**src/rtl/bfu_mul_arbiter.sv**
```systemverilog
// Shares one bfu_multiplier between the NTT butterfly (port 0) and the pointwise unit (port 1).
// Round-robin issue, a latency-matched tag pipeline, and credit-protected response FIFOs.
module bfu_mul_arbiter #(
    parameter int MUL_LATENCY = 2,
    parameter int FIFO_DEPTH  = 4
) (
    input  logic        clk_i,
    input  logic        rstn_i,
    input  logic        flush_i,
    input  logic        req0_valid_i,
    output logic        req0_ready_o,
    input  logic        req0_selKD_i,
    input  logic [31:0] req0_srcA_i,
    input  logic [31:0] req0_srcB_i,
    input  logic        req1_valid_i,
    output logic        req1_ready_o,
    input  logic        req1_selKD_i,
    input  logic [31:0] req1_srcA_i,
    input  logic [31:0] req1_srcB_i,
    output logic        rsp0_valid_o,
    input  logic        rsp0_ready_i,
    output logic [63:0] rsp0_result_o,
    output logic        rsp1_valid_o,
    input  logic        rsp1_ready_i,
    output logic [63:0] rsp1_result_o,
    output logic        mul_validSrc_o,
    output logic        mul_selKD_o,
    output logic [31:0] mul_srcA_o,
    output logic [31:0] mul_srcB_o,
    output logic        mul_flush_o,
    input  logic        mul_validResult_i,
    input  logic [63:0] mul_result_i,
    output logic        err_o
);
    localparam int AW = $clog2(FIFO_DEPTH);
    localparam int CW = AW + 1;
    localparam logic [CW:0]   DEPTH_C = (CW + 1)'(FIFO_DEPTH);
    localparam logic [AW:0]   PTR_ONE = (AW + 1)'(1);
    localparam logic [CW-1:0] CNT_ONE = CW'(1);

    logic [1:0]       req_valid;
    logic [1:0]       rsp_ready;
    logic [1:0]       rsp_valid;
    logic [1:0]       eligible;
    logic [1:0]       grant;
    logic [1:0]       hs;
    logic [1:0][63:0] rsp_data;
    logic             last_grant;
    logic [MUL_LATENCY:0] tag_v;
    logic [MUL_LATENCY:0] tag_id;
    logic             tag_out_v;
    logic             tag_out_id;

    assign req_valid  = {req1_valid_i, req0_valid_i};
    assign rsp_ready  = {rsp1_ready_i, rsp0_ready_i};
    assign tag_out_v  = tag_v[MUL_LATENCY];
    assign tag_out_id = tag_id[MUL_LATENCY];

    // Contention goes to the port that did not win the last accepted handshake.
    always_comb begin
        grant = eligible;
        if (eligible == 2'b11) begin
            grant = last_grant ? 2'b01 : 2'b10;
        end
        hs = grant & {2{~flush_i}};
    end

    assign req0_ready_o  = hs[0];
    assign req1_ready_o  = hs[1];
    assign rsp0_valid_o  = rsp_valid[0];
    assign rsp1_valid_o  = rsp_valid[1];
    assign rsp0_result_o = rsp_data[0];
    assign rsp1_result_o = rsp_data[1];
    assign mul_flush_o   = flush_i;

    always_ff @(posedge clk_i or negedge rstn_i) begin
        if (!rstn_i) begin
            last_grant <= 1'b1;
        end else if (hs[1]) begin
            last_grant <= 1'b1;
        end else if (hs[0]) begin
            last_grant <= 1'b0;
        end
    end

    always_ff @(posedge clk_i or negedge rstn_i) begin
        if (!rstn_i) begin
            mul_validSrc_o <= 1'b0;
            mul_selKD_o    <= 1'b0;
            mul_srcA_o     <= '0;
            mul_srcB_o     <= '0;
        end else begin
            mul_validSrc_o <= |hs;
            if (hs[0]) begin
                mul_selKD_o <= req0_selKD_i;
                mul_srcA_o  <= req0_srcA_i;
                mul_srcB_o  <= req0_srcB_i;
            end else if (hs[1]) begin
                mul_selKD_o <= req1_selKD_i;
                mul_srcA_o  <= req1_srcA_i;
                mul_srcB_o  <= req1_srcB_i;
            end
        end
    end

    // Stage 0 lines up with mul_validSrc_o, so the last stage lines up with the result.
    always_ff @(posedge clk_i or negedge rstn_i) begin
        if (!rstn_i) begin
            tag_v  <= '0;
            tag_id <= '0;
        end else begin
            tag_v  <= flush_i ? '0 : {tag_v[MUL_LATENCY-1:0], |hs};
            tag_id <= {tag_id[MUL_LATENCY-1:0], hs[1]};
        end
    end

    always_ff @(posedge clk_i or negedge rstn_i) begin
        if (!rstn_i) begin
            err_o <= 1'b0;
        end else if (tag_out_v && !mul_validResult_i && !flush_i) begin
            err_o <= 1'b1;
        end
    end

    for (genvar p = 0; p < 2; p++) begin : g_port
        logic [CW-1:0] inflight;
        logic [AW:0]   wptr;
        logic [AW:0]   rptr;
        logic [AW:0]   occ;
        logic [63:0]   mem [FIFO_DEPTH];
        logic          retire;
        logic          fifo_wr;
        logic          fifo_rd;

        // A slot is reserved at issue, so occupancy plus in-flight never exceeds the FIFO.
        assign occ         = wptr - rptr;
        assign eligible[p] = req_valid[p] && (({1'b0, occ} + {1'b0, inflight}) < DEPTH_C);
        assign retire      = tag_out_v && (tag_out_id == 1'(p)) && !flush_i;
        assign fifo_wr     = retire && mul_validResult_i;
        assign rsp_valid[p] = (occ != '0);
        assign fifo_rd     = rsp_valid[p] && rsp_ready[p];
        assign rsp_data[p] = mem[rptr[AW-1:0]];

        always_ff @(posedge clk_i or negedge rstn_i) begin
            if (!rstn_i) begin
                inflight <= '0;
            end else if (flush_i) begin
                inflight <= '0;
            end else if (hs[p] && !retire) begin
                inflight <= inflight + CNT_ONE;
            end else if (!hs[p] && retire) begin
                inflight <= inflight - CNT_ONE;
            end
        end

        always_ff @(posedge clk_i or negedge rstn_i) begin
            if (!rstn_i) begin
                wptr <= '0;
                rptr <= '0;
            end else if (flush_i) begin
                wptr <= '0;
                rptr <= '0;
            end else begin
                if (fifo_wr) wptr <= wptr + PTR_ONE;
                if (fifo_rd) rptr <= rptr + PTR_ONE;
            end
        end

        always_ff @(posedge clk_i) begin
            if (fifo_wr) begin
                mem[wptr[AW-1:0]] <= mul_result_i;
            end
        end
    end

endmodule
```
**config.mk**
```make
export PLATFORM = sky130hd
export DESIGN_NAME = bfu_mul_arbiter
export DESIGN_NICKNAME = d
export VERILOG_FILES = /design/src/rtl/bfu_mul_arbiter.sv
export SDC_FILE = /design/constraint.sdc
export NUM_CORES = 1
export LEC_CHECK = 0
export CAP_MARGIN = 20
export CORE_MARGIN = 8
export CORE_UTILIZATION = 45
export CTS_BUF_LIST = sky130_fd_sc_hd__clkbuf_8
export DETAILED_ROUTE_END_ITERATION = 7
export GPL_ROUTABILITY_DRIVEN = 0
export MAX_ROUTING_LAYER = met4
export PLACE_DENSITY = 0.7
export SLEW_MARGIN = 40
export SYNTH_ARGS = -nofsm -noshare
export SYNTH_HDL_FRONTEND = slang
export SYNTH_SLANG_ARGS = --single-unit
```
**constraint.sdc**
```tcl
create_clock -name clk_i -period 5.8 [get_ports clk_i]
set_clock_uncertainty 0.05 [all_clocks]
set_input_delay 0.87 -clock clk_i [delete_from_list [all_inputs] [get_ports clk_i]]
set_output_delay 0.87 -clock clk_i [all_outputs]
set_load 0.02 [all_outputs]
```
==> Yosys cells after proc, flatten, opt, wreduce, memory -nomap -nowiden <==
Memories as Yosys holds them, arrays and structs flattened.
Index checks and enable logic that the tools add are counted.
{ "word_totals": {"input_bits": 202, "output_inout_bits": 200, "mem_count": 2, "ff_bits": 92, "wordCells": 95, "mem_bits_rw": 512} }
{ "mem_list": {"columns": ["memory", "depth", "word_bits", "rd", "rd_clocked_by_memory_dff", "write_ports", "line", "source"], "rows": [
  ["g_port[0].mem", 4, 64, 1, 0, 1, "130", "logic [63:0] mem [FIFO_DEPTH];"],
  ["g_port[1].mem", 4, 64, 1, 0, 1, "130", null]
]} }
{ "op_classes": {"muxes": 29, "bitwise": 3, "n_lt_le_gt_ge": 2, "add_sub_neg": 12, "eq_ne": 1, "n_reduce_logical": 32} }
{ "op_table": {"columns": ["op", "count"], "rows": [
  ["two-way mux 32 bit", 4],
  ["two-way mux 3 bit", 15],
  ["adder 3 x 1 -> 3 bit, second input constant", 6],
  ["logical AND 1 bit", 16],
  ["nonzero test 3 bit", 4],
  ["nonzero test 2 bit", 5],
  ["adder 3 x 3 -> 4 bit", 2],
  ["< comparator 4 x 3 -> 1 bit, second input constant", 2],
  ["two-way mux 1 bit", 8],
  ["logical NOT 1 bit", 6],
  ["subtractor 3 x 1 -> 3 bit, second input constant", 2],
  ["subtractor 3 bit", 2],
  ["two-way mux 2 bit", 2],
  ["AND 2 bit", 1],
  ["equality test 2 bit, second input constant", 1],
  ["inverter 1 bit", 2],
  ["OR reduction 2 bit", 1]
]} }

==> Logic depth before layout (Yosys ltp) <==
Gate-level depths: netlist of the first run.
{ "depth": {"depth_word": 12, "ltp_mapped": 18, "ltp_nobuf": 15} }

==> Worst setup path after synthesis of the first run <==
OpenSTA, ideal clock, no wires.
{ "synth_timing": {"path_kind": "reg-to-reg", "from": "register g_port[0].rptr[1]", "to": "register g_port[0].inflight[1]", "setup_time_ns": 0.116, "required_time_ns": 5.634, "stages_incl_launch_ff": 18, "t_arrival_ns": 4.488, "setup_slack_ns": 1.147, "n_path_buf": 5, "synth_period_minus_slack_ns": 4.653, "cell_sequence": "dfrtp_1 clkbuf_1 clkbuf_1 inv_1 fa_1 xor3_1 inv_1 ha_1 nor4b_4 o21ai_2 or3_1 buf_2 buf_6 buf_6 nor2_1 fa_1 or4_1 o311ai_0"} }
{ "synth_between": {"elab_chain_len": 10, "elab_cells_between_ends": 13, "classes_between": "add/sub (2); order compare (1); eq/ne (1); mux (3); bitwise (1); reduce/logical (5)"} }
{ "synth_rtl": {"columns": ["element", "line", "source"], "rows": [
  ["from (decl)", "128", "logic [AW:0] rptr;"],
  ["from (signal assigned)", "165", "if (fifo_rd) rptr <= rptr + PTR_ONE;"],
  ["subtractor 3 bit (*)", "136", "assign occ = wptr - rptr;"],
  ["adder 3 x 3 -> 4 bit (*)", "137", "assign eligible[p] = req_valid[p] && (({1'b0, occ} + {1'b0, inflight}) < DEPTH_C);"],
  ["< comparator 4 x 3 -> 1 bit (*)", "137", null],
  ["logical AND 1 bit (*)", "137", null],
  ["equality test 2 bit", "62", "if (eligible == 2'b11) begin"],
  ["two-way mux 2 bit (*)", "62", null],
  ["AND 2 bit (*)", "65", "hs = grant & {2{~flush_i}};"],
  ["logical AND 1 bit or logical NOT 1 bit (tied branches)", "149, 151", null],
  ["two-way mux 3 bit or logical AND 1 bit (tied branches)", "149, 151", null],
  ["two-way mux 3 bit or nonzero test 3 bit (tied branches)", null, null],
  ["to (signal assigned)", "150", "inflight <= inflight + CNT_ONE;"],
  ["to (signal assigned)", "152", "inflight <= inflight - CNT_ONE;"],
  ["to (decl)", "126", "logic [CW-1:0] inflight;"]
]} }
Every way passes the cells marked *; elsewhere a longest branch is shown, timed or not.
A chain may end at the register's enable or synchronous reset.

==> Worst setup path in the final report of the first run <==
{ "layout_timing": {"from": "register g_port[0].wptr[0]", "to": "output req0_ready_o"} }
{ "layout_between": {"elab_chain_len": 7} }
{ "layout_rtl": {"columns": ["element", "line", "source"], "rows": [
  ["from (decl)", "127", "logic [AW:0] wptr;"],
  ["from (signal assigned)", "164", "if (fifo_wr) wptr <= wptr + PTR_ONE;"],
  ["subtractor 3 bit (*)", "136", null],
  ["adder 3 x 3 -> 4 bit (*)", "137", null],
  ["< comparator 4 x 3 -> 1 bit (*)", "137", null],
  ["logical AND 1 bit (*)", "137", null],
  ["equality test 2 bit", "62", null],
  ["two-way mux 2 bit (*)", "62", null],
  ["AND 2 bit (*)", "65", null],
  ["to (decl)", "11", "output logic req0_ready_o,"]
]} }
Marked as above.

==> metrics, run 1 <==
GR Util All Layers=0.198; internal power=approximately 8.5 mW; die footprint=slightly below 0.06 mm²; slack of the critical path=~520 ps; Worst VDD drop=0.268 mV; Netlist cell types=46; FF-to-FF path depth=13; Post-CTS Setup Inserts=0; CP Data Required Time=around 4900 ps; critical path peak fanout=29; clock slew seen by the registers of the worst setup and hold paths=70 ps; DPL Wire Length=between 30000 and 40000 µm; largest net degree at the start of global routing=97; Logic pwr share=0.310; PortBufs=401; synthesis-to-layout area growth=29.0%; total grt overflow=0; worst-margin pin slew=795 ps; synth warn=0; CTS buffer count=slightly below 100; Seq/Total Area, Yosys=0.767; Switching Share=0.307; total negative setup slack=0 ps; Worst path slowest cell=clkdlybuf4s50_1; nets=1812; most used cells in the layout excluding fill and tap cells=512 x edfxtp_1, 400 x clkdlybuf4s50_1, 128 x mux4_2; first-pass GRT wire length=around 85000 µm; Fin. Hold Viols=0; ANT nets after route=0; initial antenna violation count=11; maxcap violations=0; Seq pwr share=0.424; post-layout util=0.583; EDFF count, synth=512; fraction of registers with async set/reset=0.152; # setup viols final=0; number of global-route vias before repair=~14000; worst path bufs/invs=5; Die W=242 µm; Psw=roughly 3.8 mW; 1st-iter DRT viols=about 740; clk buf depth=3; Sinks on Clock Net=604; max frequency=190 MHz; Pleak=between 10 and 15 nW; Chip Height=242 µm; CP Class=reg -> out; hold crit path type=in -> async; stages on the worst setup path=12; Worst setup EP type=output port; crit share post-route=0.910; PD cells=411 mW/mm²; CP startpoint kind=flop; CTS tree=built; vias=12300; clock tree root buffer cell=clkbuf_8; Post-Place Worst Slack=868 ps; Syn Area/Cell=20.6 µm²; Post-Syn Area=0.0231 mm²; worst-skew pair later-pin latency=between 600 and 700 ps; cell breakdown of the critical path=inv_1, ha_1, inv_1, fa_1, xor3_1, inv_1, ha_1, nor4b_4, o21ai_2, or3_4, inv_1, clkdlybuf4s50_1; core footprint=0.0510 mm²; post-CTS sizing=0; share of layout cells above drive strength 1=0.179; flops & latches, synth=604; Routed Wire Length=56400 µm; Tmin final=5280 ps; Starting Density=0.452; Final Max Tran Viols=0; Wirelength per Cell=between 20 and 25 µm; status=complete, no violations; number of remaining DRC errors=0; most frequent CP cell=inv_1; RSZ-0062 raised after global routing=false; Syn Nets=roughly 1300; num rows=83; slowest stage delay, CP=620 ps; CP arrival=4360 ps; Post-CTS Hold Fix Bufs=0; worst hold slack=180 ps; Mapped Cells=1119; number of top-level pins=between 400 and 500; H-tree depth=3; Slew headroom=0.470; 1st-pass router iterations=5; Top delay family on crit path=buffers and inverters; commonest non-fill, non-tap cell in the layout=edfxtp_1; Vias/cell=5.22; clock share of power=0.267; ys flop type=edfxtp_1
flip-flops by register name, summed over array words and instances (netlist names):
| register | count |
|---|---|
| mul_validSrc_o | 1 |
| g_port.mem | 512 |
| mul_srcB_o | 32 |
| g_port.rptr | 6 |
| mul_selKD_o | 1 |
| tag_v | 3 |
| g_port.wptr | 6 |
| err_o | 1 |
| g_port.inflight | 6 |
| tag_id | 3 |
| mul_srcA_o | 32 |
| last_grant | 1 |
metrics by stage:
| stage | std cells | total power [mW] | cell area [µm²] |
|---|---|---|---|
| 2_1_floorplan | 1119 | 7.39 | 23100 |
| 5_1_grt | 2352 | 12.8 | 29700 |
| 3_3_place_gp | 2169 | 9.04 | 27900 |
| 4_1_cts | 2345 | 12.4 | 29700 |
| 3_5_place_dp | 2169 | 9.08 | 28000 |
| 6_report | 2352 | 12.2 | 29700 |
cell usage after synthesis, drive strengths merged, types with 2 or more instances:
master	count	share of area
edfxtp	512	0.67
mux4	128	0.13
dfrtp	91	0.099
nand2	75	0.012
o21ai	70	0.015
mux2i	66	0.029
clkbuf	35	0.0057
buf	21	0.0060
inv	19	0.0031
ha	16	0.0087
nand3	11	0.0024
nor2	11	0.0018
and3	9	0.0024
nand3b	5	0.0016
xor2	5	0.0019
fa	4	0.0035
nor3	4	0.00087
nor2b	3	0.00081
or3	3	0.00081
or4	3	0.00098
a21o	2	0.00065
a21oi	2	0.00043
nand2b	2	0.00054
nor3b	2	0.00065
nor4b	2	0.0014
o311ai	2	0.00076
xnor2	2	0.00076
xor3	2	0.0021
layout make-up:
class	instances	area, µm²
Inverter	19	71.3
Clock inverter	76	359
Antenna cell	5	12.5
Multi-Input combinational cell	440	5090
Timing Repair Buffer	428	4290
Fill cell	3786	21200
Sequential cell	604	17700
Clock buffer	100	1380
Tap cell	680	851
cells by family (layout without fill, tap and decap cells):
group / after synthesis / count (layout) / synth area share
compound gates: 83 / 83 / 0.0198
mux: 195 / 195 / 0.154
fa+ha+maj: 20 / 20 / 0.0122
simple gates: 133 / 133 / 0.0277
flops: 604 / 604 / 0.767
other cells: 0 / 5 / 0
buf+inv: 75 / 623 / 0.0148
xor+xnor: 9 / 9 / 0.00472
worst reg2reg max path: cells and delay by family (launching register included):
kind	cells	cell delay, ps
AOI/OAI and AO/OA	1	100
xor gates and xnor gates	1	230
adders and majority gates	3	1120
buffers and inverters	3	780
DFF	1	620
and+or+nand+nor	5	1840
layer usage:
metal,global-route usage,share of wire,vias up,wire (µm)
met2,0.323,0.51,493,28500
met5,-,0,-,0
met4,0.0724,0.027,0,1540
met3,0.0596,0.079,91,4460
met1,0.232,0.39,6257,21800
li1,-,-,5448,-
power groups by stage:
stage	clock, mW	sequential (mW)	combinational (mW)
after floorplan	0	5.51	1.89
after global placement	0	5.25	3.79
after detailed placement	0	5.26	3.82
after CTS	3.36	5.18	3.83
after global routing	3.57	5.21	4.06
final	3.26	5.18	3.78
worst paths after layout:
kind                                   startpoint                     to  slack (ps)
min in group clk_i                      tag_id[0]              tag_id[1]         300
worst min register to register          tag_id[0]              tag_id[1]         300
max in group asynchronous                  rstn_i      g_port[1].rptr[1]        4460
worst max register to register  g_port[1].rptr[1]  g_port[0].inflight[1]         980
worst min-delay path                       rstn_i         mul_srcB_o[26]         180
worst max-delay path            g_port[0].wptr[0]           req0_ready_o         520
Note: power is estimated with default switching activity, not from simulation.
==> run 2: changes to the inputs <==
--- a/config.mk
+++ b/config.mk
@@ -6,6 +6,7 @@
 export NUM_CORES = 1
 export LEC_CHECK = 0
 export CAP_MARGIN = 20
+export CORE_ASPECT_RATIO = 1.4
 export CORE_MARGIN = 8
 export CORE_UTILIZATION = 45
 export CTS_BUF_LIST = sky130_fd_sc_hd__clkbuf_8
@@ -13,6 +14,7 @@
 export GPL_ROUTABILITY_DRIVEN = 0
 export MAX_ROUTING_LAYER = met4
 export PLACE_DENSITY = 0.7
+export RECOVER_POWER = 25
 export SLEW_MARGIN = 40
 export SYNTH_ARGS = -nofsm -noshare
 export SYNTH_HDL_FRONTEND = slang
==> metrics, run 2 (synthesized netlist as in run 1, its figures left out) <==
number of top-level pins=402; most used cells in the layout excluding fill and tap cells=512 x edfxtp_1, 359 x clkdlybuf4s50_1, 128 x mux4_2; worst-margin pin slew=3420 ps; hold crit path type=reg -> reg; max frequency=189 MHz; initial antenna violation count=14; vias=12300; PD cells=409 mW/mm²; highest metal used=met4; Vias/cell=5.30; Sinks on Clock Net=604; CP Class=reg -> out; clock slew seen by the registers of the worst setup and hold paths=roughly 60 ps; Chip Height=284 µm; num rows=98; number of remaining DRC errors=0; CP Data Required Time=4880 ps; synthesis-to-layout area growth=28.5%; core footprint=0.0509 mm²; first-pass GRT wire length=85000 µm; Slew headroom=-1.28; slack of the critical path=511 ps; H-tree depth=3; CP arrival=4370 ps; DPL Wire Length=between 30000 and 40000 µm; Die W=207 µm; Fillers=approximately 3800; Post-Place Worst Slack=approximately 1200 ps; CTS buffer count=91; Wirelength per Cell=24.4 µm; Post-CTS Hold Fix Bufs=0; RSZ-0062 raised after global routing=false; worst-skew pair later-pin latency=670 ps; clock tree root buffer cell=clkbuf_8; status=finished, violations left; fin area=~0.030 mm²; Worst setup EP type=output port; # setup viols final=0; total negative setup slack=0 ps; share of layout cells above drive strength 1=0.170; nets=1798; largest net degree at the start of global routing=81; PortBufs=about 400; Post-CTS Setup Inserts=0; total grt overflow=0; GR Util All Layers=0.198; CP startpoint kind=flop; Largest register FFs=512; maxcap violations=1; Routed Wire Length=between 50000 and 60000 µm; commonest non-fill, non-tap cell in the layout=edfxtp_1; ANT nets after route=0; clk buf depth=3; number of global-route vias before repair=~14000; wl on met1=22300 µm; Worst VDD drop=0.277 mV; CTS tree=built; crit share post-route=0.912; placed inst area=0.0280 mm²; Fin. Hold Viols=0; Pleak=10.4 nW; violations in the final reports=max-capacitance violations, max-slew violations; die footprint=0.0588 mm²; critical path peak fanout=23; Final Max Tran Viols=62; Met3 Routed Length=~4300 µm; Tmin final=around 5300 ps; 1st-pass router iterations=5; 1st-iter DRT viols=667; post-CTS sizing=0; Starting Density=0.453; met2 WL=28800 µm
run 2: cell count changes in the layout (fill, tap and decap cells not counted):
cell / before / now
buf_12: 5 / 10
buf_4: 20 / 5
buf_6: 3 / 4
clkbuf_1: 0 / 1
clkbuf_8: 100 / 93
clkdlybuf4s50_1: 400 / 359
clkinv_2: 17 / 15
clkinvlp_4: 3 / 0
diode_2: 5 / 11
dlygate4sd3_1: 0 / 41
inv_1: 48 / 49
inv_12: 0 / 1
inv_6: 0 / 2
run 2: routing by layer:
layer / vias up / GRT usage
met4: 0 / 0.0614
met5: - / -
li1: 5445 / -
met2: 509 / 0.331
met1: 6248 / 0.232
met3: 59 / 0.0568
run 2: worst paths after layout:
| check | start | end | slack (ps) | cells past startpoint |
|---|---|---|---|---|
| hold / removal | tag_id[1] | tag_id[2] | 310 | 0 |
| hold reg to reg | tag_id[1] | tag_id[2] | 310 | 0 |
| setup / recovery | g_port[1].rptr[0] | req1_ready_o | 510 | 10 |
| min in group asynchronous | rstn_i | mul_selKD_o | 1280 | 1 |
| max in group asynchronous | rstn_i | g_port[0].rptr[1] | 1940 | 1 |
| setup reg to reg | g_port[1].rptr[0] | g_port[0].inflight[1] | 1390 | 13 |
run 2: layout make-up:
class	count	area (µm²)	share of cell area
Antenna cell	11	27.5	0.000929
Clock buffer	93	1280	0.0432
Clock inverter	75	364	0.0123
Inverter	19	71.3	0.00241
Multi-Input combinational cell	440	5090	0.172
Sequential cell	604	17700	0.597
Tap cell	650	813	0.0274
Timing Repair Buffer	420	4290	0.145
run 2: power breakdown:
group | internal (mW) | switching (mW)
clock | 1.55 | 1.61
sequential | 5.01 | 0.219
combinational | 1.78 | 1.95
total | 8.34 | 3.78
run 2: critical path, cell delays in order, from the launching register on:
cell and delay [ps]:
dfrtp_4 730, ha_1 240, inv_1 50, fa_1 370, xor3_1 230, inv_1 50
ha_1 270, nor4b_1 410, nand2_1 260, nor3_1 390, clkdlybuf4s50_1 720
run 2: stage by stage:
stage	std cells	utilization	hold slack (ps)	power (mW)
floorplan	1119	-	281	7.39
global placement	2129	0.548	292	9.06
detailed placement	2133	0.550	304	9.11
CTS	2301	0.582	185	12.3
global route	2306	0.582	310	12.7
finish	2312	0.582	311	12.1
==> RTL edit (config.mk and constraints of run 2) <==
Put one more register stage on the output `err_o`, cleared by the reset. The value now appears one clock later. The other outputs are not delayed to match.
--- a/src/rtl/bfu_mul_arbiter.sv
+++ b/src/rtl/bfu_mul_arbiter.sv
@@ -37,6 +37,8 @@
     localparam logic [CW:0]   DEPTH_C = (CW + 1)'(FIFO_DEPTH);
     localparam logic [AW:0]   PTR_ONE = (AW + 1)'(1);
     localparam logic [CW-1:0] CNT_ONE = CW'(1);
+
+    logic err_s0;
 
     logic [1:0]       req_valid;
     logic [1:0]       rsp_ready;
@@ -116,9 +118,9 @@
 
     always_ff @(posedge clk_i or negedge rstn_i) begin
         if (!rstn_i) begin
-            err_o <= 1'b0;
+            err_s0 <= 1'b0;
         end else if (tag_out_v && !mul_validResult_i && !flush_i) begin
-            err_o <= 1'b1;
+            err_s0 <= 1'b1;
         end
     end
 
@@ -173,4 +175,12 @@
         end
     end
 
+    always_ff @(posedge clk_i or negedge rstn_i) begin
+        if (!rstn_i) begin
+            err_o <= '0;
+        end else begin
+            err_o <= err_s0;
+        end
+    end
+
 endmodule
Formal check against the unedited RTL: same outputs for any inputs over 4 cycles, from zero or initial values and one cycle with rstn_i low; that may be too few to reach the edited logic, so the function may still have changed.
==> RTL edit against run 2 <==
- the flow still finishes with violations (capacitance limit, slew limit)
- wire length is 1.0% lower
- via count hardly changed
- setup slack better by 0.15 ns
- power is 0.50% higher
- sequential share of layout area is 0.097 points higher
- sequential power hardly changed
- final area hardly changed
- sequential cell count is 1 higher
- synthesized area hardly changed
- critical endpoint unchanged
- highest routed layer unchanged
==> RTL edit: results (changes against run 2) <==
{| class="wikitable"
! Metric !! Value
|-
| End of the worst hold path || tag_id[1] (was tag_id[2])
|-
| Netlist cell types || 48 (was 46)
|-
| Number of global-route vias before repair || 13681 (was 13647)
|-
| Reported max-cap violation count || 1 (unchanged)
|-
| Antenna violations before repair || 11 (was 14)
|-
| Most frequent cells after synthesis || 512 x sky130_fd_sc_hd__edfxtp_1, 128 x sky130_fd_sc_hd__mux4_2, 92 x sky130_fd_sc_hd__dfrtp_1 (was 512 x sky130_fd_sc_hd__edfxtp_1, 128 x sky130_fd_sc_hd__mux4_2, 91 x sky130_fd_sc_hd__dfrtp_1)
|-
| Slew Viols, Final || 56 (was 62)
|-
| Total cell area at the placement stage || 0.0279 mm² (was 0.0280 mm²)
|-
| Violations in the final reports || capacitance limit, slew limit (unchanged)
|-
| Fraction of final layout cells with drive strength greater than 1 || 0.174 (was 0.170)
|-
| CP arrival || 4.22 ns (was 4.37 ns)
|-
| All-Layer GR Usage || 0.195 (was 0.198)
|-
| Worst setup timing slack at the placement stage || 1.29 ns (was 1.15 ns)
|-
| Die area || 0.0589 mm² (was 0.0588 mm²)
|-
| Net Sw Power || 3.76 mW (was 3.78 mW)
|-
| Run status || finished, violations left (unchanged)
|-
| Top area cells in the synthesized netlist || sky130_fd_sc_hd__edfxtp_1 67%, sky130_fd_sc_hd__mux4_2 12%, sky130_fd_sc_hd__dfrtp_1 10%, sky130_fd_sc_hd__mux2i_1 2.9%, sky130_fd_sc_hd__nand2_1 1.2% (was sky130_fd_sc_hd__edfxtp_1 67%, sky130_fd_sc_hd__mux4_2 13%, sky130_fd_sc_hd__dfrtp_1 9.9%, sky130_fd_sc_hd__mux2i_1 2.9%, sky130_fd_sc_hd__nand2_1 1.2%)
|-
| Post-synthesis sequential area ratio || 0.767 (about the same)
|-
| R2R Setup Slk || 1.65 ns (was 1.39 ns)
|-
| Mean cell area of the mapped netlist || 20.6 µm² (about the same)
|-
| Fill count || 3829 (was 3784)
|-
| Gate family responsible for the most delay along the worst path || adder cells (was simple AND/OR/NAND/NOR gates)
|-
| Total number of vias || 12259 (was 12261)
|-
| Transition time of the tightest slew-check pin || 2.94 ns (was 3.42 ns)
|-
| Worst-path maximum fanout || 22 (was 23)
|}
==> RTL edit: changes by cell type after synthesis, moves of 2 or more <==
cell,delta
sky130_fd_sc_hd__buf_2,+2
sky130_fd_sc_hd__buf_4,-3
sky130_fd_sc_hd__clkbuf_1,+3
sky130_fd_sc_hd__inv_1,-2
sky130_fd_sc_hd__nand3_1,-3
sky130_fd_sc_hd__nor2_1,-2
sky130_fd_sc_hd__o21ai_0,+13
sky130_fd_sc_hd__o21ai_1,-13
==> RTL edit: cells by family (layout without fill, tap and decap cells) <==
logic type,Yosys count,after routing,synth area share
compound gates,84,84,0.0201
xor+xnor,9,9,0.00472
fa+ha+maj,20,20,0.0121
buf+inv,76,604,0.0146
flops,605,605,0.767
mux,195,195,0.154
other cells,0,9,0
simple gates,129,129,0.0272
==> RTL edit: power groups by stage <==
stage / Combinational (mW) / Clock (mW) / Sequential [mW]
floorplan: 1.88 / 0 / 5.52
global placement: 3.76 / 0 / 5.30
detailed placement: 3.79 / 0 / 5.32
CTS: 3.80 / 3.32 / 5.24
global route: 3.99 / 3.49 / 5.27
finish: 3.73 / 3.22 / 5.23
==> RTL edit: worst max path at each step <==
stage / start / endpoint
floorplan: g_port[0].rptr[1] / g_port[0].inflight[1]
global placement: g_port[1].rptr[0] / req1_ready_o
detailed placement: g_port[1].rptr[0] / req1_ready_o
CTS: g_port[1].rptr[0] / req1_ready_o
global route: g_port[1].rptr[0] / req1_ready_o
finish: g_port[1].rptr[0] / req1_ready_o
==> RTL edit: worst register-to-register path: cells and delay by family (launching register included) <==
| family | cells | cell delay [ns] |
|---|---|---|
| XOR/XNOR | 1 | 0.23 |
| adder cells (fa/ha/maj) | 4 | 1.19 |
| AO/OA/AOI/OAI | 1 | 0.20 |
| multiplexers | 1 | 0.31 |
| flip-flops | 1 | 0.74 |
| AND/OR/NAND/NOR | 4 | 1.18 |
| buffers and inverters | 2 | 0.11 |
==> RTL edit: layout make-up <==
| class | count | area, µm² | share of cell area |
|---|---|---|---|
| Clock buffer | 94 | 1290 | 0.0437 |
| Tap cell | 650 | 813 | 0.0275 |
| Antenna cell | 9 | 22.5 | 0.000760 |
| Multi-Input combinational cell | 437 | 5090 | 0.172 |
| Timing Repair Buffer | 422 | 4240 | 0.143 |
| Inverter | 18 | 67.6 | 0.00228 |
| Clock inverter | 70 | 378 | 0.0128 |
| Sequential cell | 605 | 17700 | 0.598 |
==> RTL edit: per-layer routing <==
metal  track usage  vias up  share of wire
li1              -     5417              -
met1         0.216     6218           0.39
met2         0.327      523           0.51
met3        0.0641      101          0.078
met4        0.0736        0          0.028
met5             -        -              0
